**config.mk**
```make
export PLATFORM = sky130hd
export DESIGN_NAME = uart_tx_param_flat
export DESIGN_NICKNAME = d
export VERILOG_FILES = /design/src/rtl/uart_pkg.sv /design/src/rtl/uart_tx_param_if.sv /design/src/rtl/uart_tx_fifo.sv /design/src/rtl/uart_tx_param.sv /design/src/flat_wrapper.sv
export SDC_FILE = /design/constraint.sdc
export NUM_CORES = 1
export LEC_CHECK = 0
export BUFFER_PORTS_ARGS = -buffer_cell sky130_fd_sc_hd__buf_2
export CAP_MARGIN = 20
export CORE_MARGIN = 4
export CORE_UTILIZATION = 28
export CTS_CLUSTER_DIAMETER = 150
export DETAILED_ROUTE_END_ITERATION = 10
export GPL_ROUTABILITY_DRIVEN = 0
export GPL_TIMING_DRIVEN = 0
export PLACE_DENSITY_LB_ADDON = 0.3
export RECOVER_POWER = 100
export SYNTH_ARGS = -nofsm -noshare
export SYNTH_HDL_FRONTEND = slang
export SYNTH_SLANG_ARGS = --single-unit
export TNS_END_PERCENT = 10
```
**constraint.sdc**
```tcl
create_clock -name clk -period 3.4 [get_ports clk]
set_input_delay 0.17 -clock clk [delete_from_list [all_inputs] [get_ports clk]]
set_output_delay 0.17 -clock clk [all_outputs]
set_load 0.03 [all_outputs]
```
**src/rtl/uart_pkg.sv**
```systemverilog
// Shared UART definitions: transmitter state encoding, parity modes and the
// parity helper also used by the receiver.
package uart_pkg;

  typedef enum logic [2:0] {
    IDLE,
    START,
    DATA,
    PARITY,
    STOP
  } tx_state_t;

  localparam int unsigned PAR_NONE = 0;
  localparam int unsigned PAR_EVEN = 1;
  localparam int unsigned PAR_ODD  = 2;

  // Narrow words are passed zero-extended; the extra zeros do not change the XOR.
  function automatic logic parity_bit(input logic [15:0] word, input int unsigned mode);
    if (mode == PAR_ODD)  return ~^word;
    if (mode == PAR_EVEN) return ^word;
    return 1'b0;
  endfunction

endpackage

```
**src/rtl/uart_tx_param_if.sv**
```systemverilog
// Producer-side valid/ready word handshake into the UART transmitter.
interface uart_tx_param_if #(
  parameter int unsigned DATA_W = 8
);
  logic [DATA_W-1:0] s_data;
  logic              s_valid;
  logic              s_ready;

  modport master (output s_data, output s_valid, input s_ready);
  modport slave  (input s_data, input s_valid, output s_ready);
endinterface

```
**src/rtl/uart_tx_fifo.sv**
```systemverilog
// Synchronous first-word-fall-through FIFO in front of the UART shifter.
module uart_tx_fifo #(
  parameter int unsigned W     = 8,
  parameter int unsigned DEPTH = 4
) (
  input  logic                         clk,
  input  logic                         rst,
  input  logic                         push,
  input  logic [W-1:0]                 wdata,
  input  logic                         pop,
  output logic [W-1:0]                 rdata,
  output logic                         full,
  output logic                         empty,
  output logic [$clog2(DEPTH+1)-1:0]   count
);
  localparam int unsigned PTR_W = $clog2(DEPTH);
  localparam int unsigned CNT_W = $clog2(DEPTH + 1);

  if (DEPTH < 2 || (DEPTH & (DEPTH - 1)) != 0) begin : g_bad_depth
    $error("uart_tx_fifo: DEPTH must be a power of two >= 2");
  end

  logic [W-1:0]     mem [DEPTH];
  logic [PTR_W-1:0] wr_q, rd_q;
  logic [CNT_W-1:0] cnt_q;
  logic             do_push, do_pop;

  assign full    = (cnt_q == CNT_W'(DEPTH));
  assign empty   = (cnt_q == '0);
  assign count   = cnt_q;
  assign rdata   = mem[rd_q];
  assign do_push = push && !full;
  assign do_pop  = pop && !empty;

  always_ff @(posedge clk) begin
    if (do_push && !rst) mem[wr_q] <= wdata;
  end

  always_ff @(posedge clk) begin
    if (rst) begin
      wr_q  <= '0;
      rd_q  <= '0;
      cnt_q <= '0;
    end else begin
      if (do_push) wr_q <= wr_q + 1'b1;
      if (do_pop)  rd_q <= rd_q + 1'b1;
      if (do_push && !do_pop)      cnt_q <= cnt_q + 1'b1;
      else if (do_pop && !do_push) cnt_q <= cnt_q - 1'b1;
    end
  end

endmodule

```
**src/rtl/uart_tx_param.sv**
```systemverilog
// Parametrised UART transmitter (word width, baud divider, parity, stop bits).
// Define UART_TX_FIFO_EN to place a FIFO_DEPTH-entry FIFO ahead of the shifter.
module uart_tx_param
  import uart_pkg::*;
#(
  parameter int unsigned DATA_W       = 8,
  parameter int unsigned CLKS_PER_BIT = 16,
  parameter int unsigned PARITY_MODE  = 1,
  parameter int unsigned STOP_BITS    = 1,
  parameter int unsigned FIFO_DEPTH   = 4
) (
  input  logic                              clk,
  input  logic                              rst,
  uart_tx_param_if.slave                    s,
  output logic                              tx,
  output logic                              busy,
  output logic                              tx_done,
  output logic [$clog2(FIFO_DEPTH+1)-1:0]   fifo_count
);
  localparam int unsigned CNT_W = $clog2(CLKS_PER_BIT);
  localparam int unsigned IDX_W = $clog2(DATA_W);

  if (PARITY_MODE > PAR_ODD || STOP_BITS < 1 || STOP_BITS > 2 ||
      DATA_W < 5 || DATA_W > 16 || CLKS_PER_BIT < 2) begin : g_bad_param
    $error("uart_tx_param: unsupported parameter combination");
  end

  tx_state_t         state_q, state_n;
  logic [CNT_W-1:0]  cnt_q, cnt_n;
  logic [IDX_W-1:0]  idx_q, idx_n;
  logic [DATA_W-1:0] sh_q, sh_n, word_in;
  logic              par_q, par_n;
  logic              avail, load, bit_end;

`ifdef UART_TX_FIFO_EN
  logic              full, empty;
  logic [DATA_W-1:0] fifo_rd;

  assign s.s_ready = !full && !rst;
  assign avail     = !empty;
  assign word_in   = fifo_rd;

  uart_tx_fifo #(
    .W     (DATA_W),
    .DEPTH (FIFO_DEPTH)
  ) u_fifo (
    .clk   (clk),
    .rst   (rst),
    .push  (s.s_valid && s.s_ready),
    .wdata (s.s_data),
    .pop   (load),
    .rdata (fifo_rd),
    .full  (full),
    .empty (empty),
    .count (fifo_count)
  );
`else
  assign s.s_ready  = (state_q == IDLE) && !rst;
  assign avail      = s.s_valid && s.s_ready;
  assign word_in    = s.s_data;
  assign fifo_count = '0;
`endif

  assign bit_end = (cnt_q == CNT_W'(CLKS_PER_BIT - 1));
  assign busy    = (state_q != IDLE);

  always_ff @(posedge clk) begin
    if (rst) begin
      state_q <= IDLE;
      cnt_q   <= '0;
      idx_q   <= '0;
      sh_q    <= '0;
      par_q   <= 1'b0;
    end else begin
      state_q <= state_n;
      cnt_q   <= cnt_n;
      idx_q   <= idx_n;
      sh_q    <= sh_n;
      par_q   <= par_n;
    end
  end

  // idx_q counts data bits in DATA and stop bits in STOP.
  always_comb begin
    state_n = state_q;
    cnt_n   = cnt_q;
    idx_n   = idx_q;
    sh_n    = sh_q;
    par_n   = par_q;
    load    = 1'b0;
    tx_done = 1'b0;
    unique case (state_q)
      IDLE: begin
        if (avail) load = 1'b1;
      end
      START: begin
        cnt_n = cnt_q + 1'b1;
        if (bit_end) begin
          cnt_n   = '0;
          idx_n   = '0;
          state_n = DATA;
        end
      end
      DATA: begin
        cnt_n = cnt_q + 1'b1;
        if (bit_end) begin
          cnt_n = '0;
          sh_n  = sh_q >> 1;
          if (idx_q == IDX_W'(DATA_W - 1)) begin
            idx_n   = '0;
            state_n = (PARITY_MODE != PAR_NONE) ? PARITY : STOP;
          end else begin
            idx_n = idx_q + 1'b1;
          end
        end
      end
      PARITY: begin
        cnt_n = cnt_q + 1'b1;
        if (bit_end) begin
          cnt_n   = '0;
          idx_n   = '0;
          state_n = STOP;
        end
      end
      STOP: begin
        cnt_n = cnt_q + 1'b1;
        if (bit_end) begin
          cnt_n = '0;
          if (idx_q == IDX_W'(STOP_BITS - 1)) begin
            tx_done = !rst;
            idx_n   = '0;
            if (avail) load = 1'b1;
            else       state_n = IDLE;
          end else begin
            idx_n = idx_q + 1'b1;
          end
        end
      end
      default: state_n = IDLE;
    endcase
    if (load) begin
      state_n = START;
      cnt_n   = '0;
      idx_n   = '0;
      sh_n    = word_in;
      par_n   = parity_bit(16'(word_in), PARITY_MODE);
    end
  end

  always_comb begin
    tx = 1'b1;
    case (state_q)
      START:   tx = 1'b0;
      DATA:    tx = sh_q[0];
      PARITY:  tx = par_q;
      default: tx = 1'b1;
    endcase
  end

endmodule

```
**src/flat_wrapper.sv**
```systemverilog
// flat-port wrapper written by rule: the top's interface ports become plain ports
module uart_tx_param_flat import uart_pkg::*;
#(
  parameter int unsigned DATA_W       = 8,
  parameter int unsigned CLKS_PER_BIT = 16,
  parameter int unsigned PARITY_MODE  = 1,
  parameter int unsigned STOP_BITS    = 1,
  parameter int unsigned FIFO_DEPTH   = 4
)
  (clk, rst, tx, busy, tx_done, fifo_count, s_s_data, s_s_valid, s_s_ready);
  uart_tx_param_if #(.DATA_W(DATA_W)) s_i ();
  input  logic clk;
  input  logic rst;
  output logic tx;
  output logic busy;
  output logic tx_done;
  output logic [$clog2(FIFO_DEPTH+1)-1:0] fifo_count;
  input wire logic [$bits(s_i.s_data)-1:0] s_s_data;
  input wire logic [$bits(s_i.s_valid)-1:0] s_s_valid;
  output wire logic [$bits(s_i.s_ready)-1:0] s_s_ready;
  assign s_i.s_data = s_s_data;
  assign s_i.s_valid = s_s_valid;
  assign s_s_ready = s_i.s_ready;
  uart_tx_param #(.DATA_W(DATA_W), .CLKS_PER_BIT(CLKS_PER_BIT), .PARITY_MODE(PARITY_MODE), .STOP_BITS(STOP_BITS), .FIFO_DEPTH(FIFO_DEPTH)) u_core (.clk(clk), .rst(rst), .s(s_i), .tx(tx), .busy(busy), .tx_done(tx_done), .fifo_count(fifo_count));
endmodule
```
[Word-level counts from Yosys, hierarchy flattened]
Cells that the tools add are included.
Widths: inputs -> output; s select.
Storage, ports and cells
  flip-flop bits (word level): 19
  latch bits: 0
  memory bits (writable): 0
  ROM bits: 0
  output and inout port bits: 7
  logic and storage cells: 77
  memories kept: 0
Cells by class
  add/subtract/negate cells: 2
  $mul: 0
  div/mod/pow operators: 0
  $lt $le $gt $ge: 0
  equal/unequal tests: 22
  shift-type cells: 0
  multiplexer cells: 29
  bitwise logic cells: 1
  reduce and logical (&&, ||, !) cells: 17
Operator list (count)
  $mux 3: 12
  $mux 8: 3
  $ne 3x1->1 const B: 6
  $ne 2x1->1 const B: 8
  $reduce_and 8->1: 2
  $reduce_xor 16->1: 1
  $pmux 3 s5: 1
  $mux 1: 9
  $pmux 3 s3: 1
  $eq 3x2->1 const B: 2
  $eq 3x3->1 const B: 2
  $logic_not 3->1: 2
  $reduce_bool 3->1: 2
  $add 4x1->4 const B: 1
  $eq 4x4->1 const B: 1
  $mux 4: 1
  $reduce_and 4->1: 1
  $reduce_bool 2->1: 2
  $reduce_or 2->1: 2
  $reduce_or 4->1: 1
  $add 3x1->3 const B: 1
  $eq 3x1->1 const B: 1
  $ne 3x3->1 const B: 1
  $pmux 1 s3: 1
  6 further kinds: 7

[Logic depth before layout (Yosys ltp)]
  word-level depth: 9
  mapped depth: 6
  mapped depth without buffers: 6

[Worst setup path before layout]
No wires, ideal clock.
  kind: reg2reg
  start point: register u_core.state_q[1]
  end point: register u_core.sh_q[0]
  library setup time: 91 ps
  arrival time: 1703 ps
  slack: 1607 ps
  cell stages (with the launch flop): 6
  period minus slack after synthesis: 1793 ps
  cell sequence: dfxtp_1 buf_6 nor4_2 nand2_1 buf_2 a311oi_1
On the way
  word-level cells in the longest chain between the ends: 9
RTL lines
  start: declaration: RTL line uart_tx_param.sv:28  | tx_state_t state_q, state_n;
  start signal: assignment: RTL line uart_tx_param.sv:75  | state_q <= state_n;
  $logic_not 3->1 (*): RTL line uart_tx_param.sv:58  | assign s.s_ready = (state_q == IDLE) && !rst;
  $logic_and 1x1->1 (*): RTL line uart_tx_param.sv:58
  named net s_s_ready: RTL line flat_wrapper.sv:20  | output wire logic [$bits(s_i.s_ready)-1:0] s_s_ready;
  $logic_and 1x1->1 (*): RTL line uart_tx_param.sv:59  | assign avail = s.s_valid && s.s_ready;
  $mux 1 (*): RTL line uart_tx_param.sv:94, uart_tx_param.sv:132
  $mux 1: RTL line uart_tx_param.sv:129  | if (idx_q == IDX_W'(STOP_BITS - 1)) begin
  $mux 1: RTL line uart_tx_param.sv:127  | if (bit_end) begin
  $pmux 1 s2 (*): RTL line uart_tx_param.sv:92  | unique case (state_q)
  $reduce_bool 2->1 (no source line)
  $reduce_and 2->1 (no source line)
  end signal: assignment: RTL line uart_tx_param.sv:78  | sh_q <= sh_n;
  end: declaration: RTL line uart_tx_param.sv:31  | logic [DATA_W-1:0] sh_q, sh_n, word_in;
Mark *: on every way through the listed nets, which the timed path passes. The rest lies on a longest branch.
A chain may end at the register's enable or synchronous reset.

[Worst setup path after layout]
  start point: register u_core.state_q[1]
  end point: output busy
On the way
  word-level cells in the longest chain between the ends: 1
RTL lines
  $reduce_bool 3->1: RTL line uart_tx_param.sv:65  | assign busy = (state_q != IDLE);
  end: declaration: RTL line flat_wrapper.sv:15  | output logic busy;
No other way between the ends.

==> run summary <==
Cts hold-fix bufs -> 0
PD cells -> 378 nW/um^2
Logic pwr share -> 15.8%
Startpoint Class -> register
Clk_skew -> 0.00140 ns
Switching power -> 0.000122 W
Final cell count without fillers -> 200
Max-Cap Viols -> 0
Fin crit period -> 2.02 ns
CP cell instances -> clkbuf_1, nor3_1, clkinv_1, clkbuf_1
CP endpoint kind -> output port
Pleak -> 0.441 nW
Wire length per cell -> 11.6 microns
Clock-pin transition on the worst setup and hold timing paths -> 0.07 ns
Slew headroom -> 55.4%
First drt pass iteration count -> 4
Num ports -> 18
HP Start -> rst
YS warnings -> 0
Iter 0 DRT Violations -> 59
Final WS setup -> 1.38 ns
Diode count -> 0
Final core occ -> 33.3%
Vias -> 982
CTS tree -> yes
Status -> finished clean
Initial antenna violation count -> 0
Slew Viols, Final -> 0
Sequential share of the synthesized area -> 35.6%
CTS resizes -> 0
IO buf count -> 14
WS Path Type -> reg2out
Sequential Area -> 380 sq um
Clock power share -> 33.4%
Layout area overhead -> 14.9%
Antenna-violating nets left -> 0
RSZ-0062 raised after global routing -> no
Hold WC Path Type -> in2reg
Hold Violations, Final -> 0
Row cnt -> 22
Req. time, crit path -> 3.23 ns
Sequential Power Share -> 50.8%
Fraction of layout cells with a size suffix above 1 -> 13.8%
Crit path from -> u_core.state_q[1]
Cell Count Post-Placement -> 196
Largest net degree at the start of global routing -> 12
Drc violations -> 0
Setup bufs post-CTS -> 0
Fmax -> 494 MHz
Total CTS buffers -> 3
Slowest CP cell -> nor3_1
Congestion Overflow GR -> 0
Cells after Synth -> 132
Crit path DAT -> 1.85 ns
Setup-failing EPs final -> 0
Die ar. -> 4870 sq um
Netlist cell types -> 34
Sw frac -> 26.2%
Post-Place Worst Slack -> 1.71 ns
Die X -> 69.8 microns
DRT Wirelength -> 2320 microns
Gr usage total -> 9.78%
Top cell by count, worst path -> clkbuf_1
Syn_area_per_cell -> 8.10 sq um
Root Buffer -> clkbuf_8
Bufs on Longest Clock Path -> 2
Actual slew at the worst max-slew pin -> 0.663 ns
Internal power -> 0.000342 W
Core ar. -> 3690 sq um
Worst skew pair latency -> 0.25 ns
DPL Wire Length -> 1780 microns
CTS sink cnt -> 19
Initial Util -> 29.0%
Worst-path fanout max -> 9
H-Tree Depth -> 1
Nets -> 168
Synthesized area -> 1070 sq um
Ratio of final minimum period to clock period -> 59.5%
Vias in the first global route -> 958
Multi-input gate area -> 604 sq um
FF-to-FF Start -> u_core.state_q[1]
First-pass GRT wire length -> 3900 microns
Via-per-instance ratio -> 4.91
Die Span Y -> 69.8 microns
Setup TNS Final -> 0 ns
Fillers -> 414
Maximum vdd drop -> 0.109 mV
Max incr delay on CP -> 0.61 ns
#FFs+latches synth -> 19
synth_stat cells, drive strengths merged:
cell type,count,area (sq um)
mux2i,1,10.0
conb,1,3.75
o2111ai,1,8.76
nand3,13,65.1
a21o,2,15.0
a22oi,6,45.0
nor4,1,12.5
or3,2,12.5
xor2,1,8.76
a31oi,1,6.26
ha,4,50.1
o21ai,4,20.0
nand3b,1,7.51
and3,1,6.26
clkbuf,2,7.51
dfxtp,19,380
nor2,8,30.0
nor3,6,40.0
nand2b,5,31.3
a311oi,2,17.5
nand2,14,52.6
or4,1,7.51
inv,4,15.0
a21oi,13,65.1
nand4b,1,8.76
xnor2,8,70.1
o21a,1,7.51
buf,8,58.8
and2,1,6.26
worst paths after layout:
check,slack [ns],cells after the start,to
max,1.38,4,busy
min reg2reg,0.47,2,u_core.sh_q[4]
min,0.14,2,u_core.sh_q[0]
max reg2reg,1.58,6,u_core.idx_q[0]
layer usage:
metal  GRT usage [%]  up-vias  wire (microns)
li1                -      498               -
met1            10.6      457            1030
met2            16.7       19            1130
met3            2.90        8             107
met4            5.74        0              49
met5               0        -               0
metrics by stage:
stage	area [sq um]	total power, W	hold WS [ns]
after global placement	1210	0.000315	0.406
after CTS	1250	0.000472	0.142
after global routing	1230	0.000486	0.143
final	1230	0.000464	0.138
after detailed placement	1210	0.000317	0.417
after floorplan	1080	0.000295	0.242
power groups by stage:
stage	Combinational [W]	Clock (W)	Sequential, W
2_1_floorplan	0.0000552	0	0.000240
3_3_place_gp	0.0000740	0	0.000241
3_5_place_dp	0.0000753	0	0.000241
4_1_cts	0.0000754	0.000161	0.000236
5_1_grt	0.0000811	0.000169	0.000237
6_report	0.0000733	0.000155	0.000236
cell usage in the layout (no fill, tap or decap), types with 2 or more instances in the layout:
cell type,count
xnor2_1,8
conb_1,3
nand3_1,13
buf_2,11
buf_4,5
dfxtp_1,19
o21ai_0,2
clkbuf_1,8
nand2_1,14
a311oi_1,2
nor2_1,8
ha_1,4
a21o_1,2
inv_1,3
nor3_1,5
o21ai_1,2
or3_1,2
clkbuf_8,3
a22oi_1,6
nand2b_1,5
a21oi_1,13
cell families after synthesis:
| group | Yosys count | synth area share (%) |
|---|---|---|
| XOR/XNOR | 9 | 7.37 |
| multiplexers | 1 | 0.936 |
| adder cells (fa/ha/maj) | 4 | 4.68 |
| buffers and inverters | 14 | 7.60 |
| flip-flops | 19 | 35.6 |
| other | 1 | 0.351 |
| AO/OA/AOI/OAI | 30 | 17.3 |
| AND/OR/NAND/NOR | 54 | 26.2 |
flip-flops by register name (all words and copies together) (netlist names):
name            count
u_core.cnt_q        4
u_core.state_q      3
u_core.idx_q        3
u_core.sh_q         8
u_core.par_q        1
worst max-delay path, delay by kind of cell, from the launching register on:
family | cells | cell delay [ns]
DFF | 1 | 0.30
buffers and inverters | 3 | 0.69
and+or+nand+nor | 1 | 0.61
layout make-up:
cell class                      count  area share [%]
Timing Repair Buffer               14            5.30
Tap cell                           48            4.89
Sequential cell                    19            31.0
Inverter                            4            1.22
Buffer                             10            4.68
Clock buffer                        3            3.36
Multi-Input combinational cell    101            49.2
Clock inverter                      1           0.407
(Power assumes the default switching activity.)
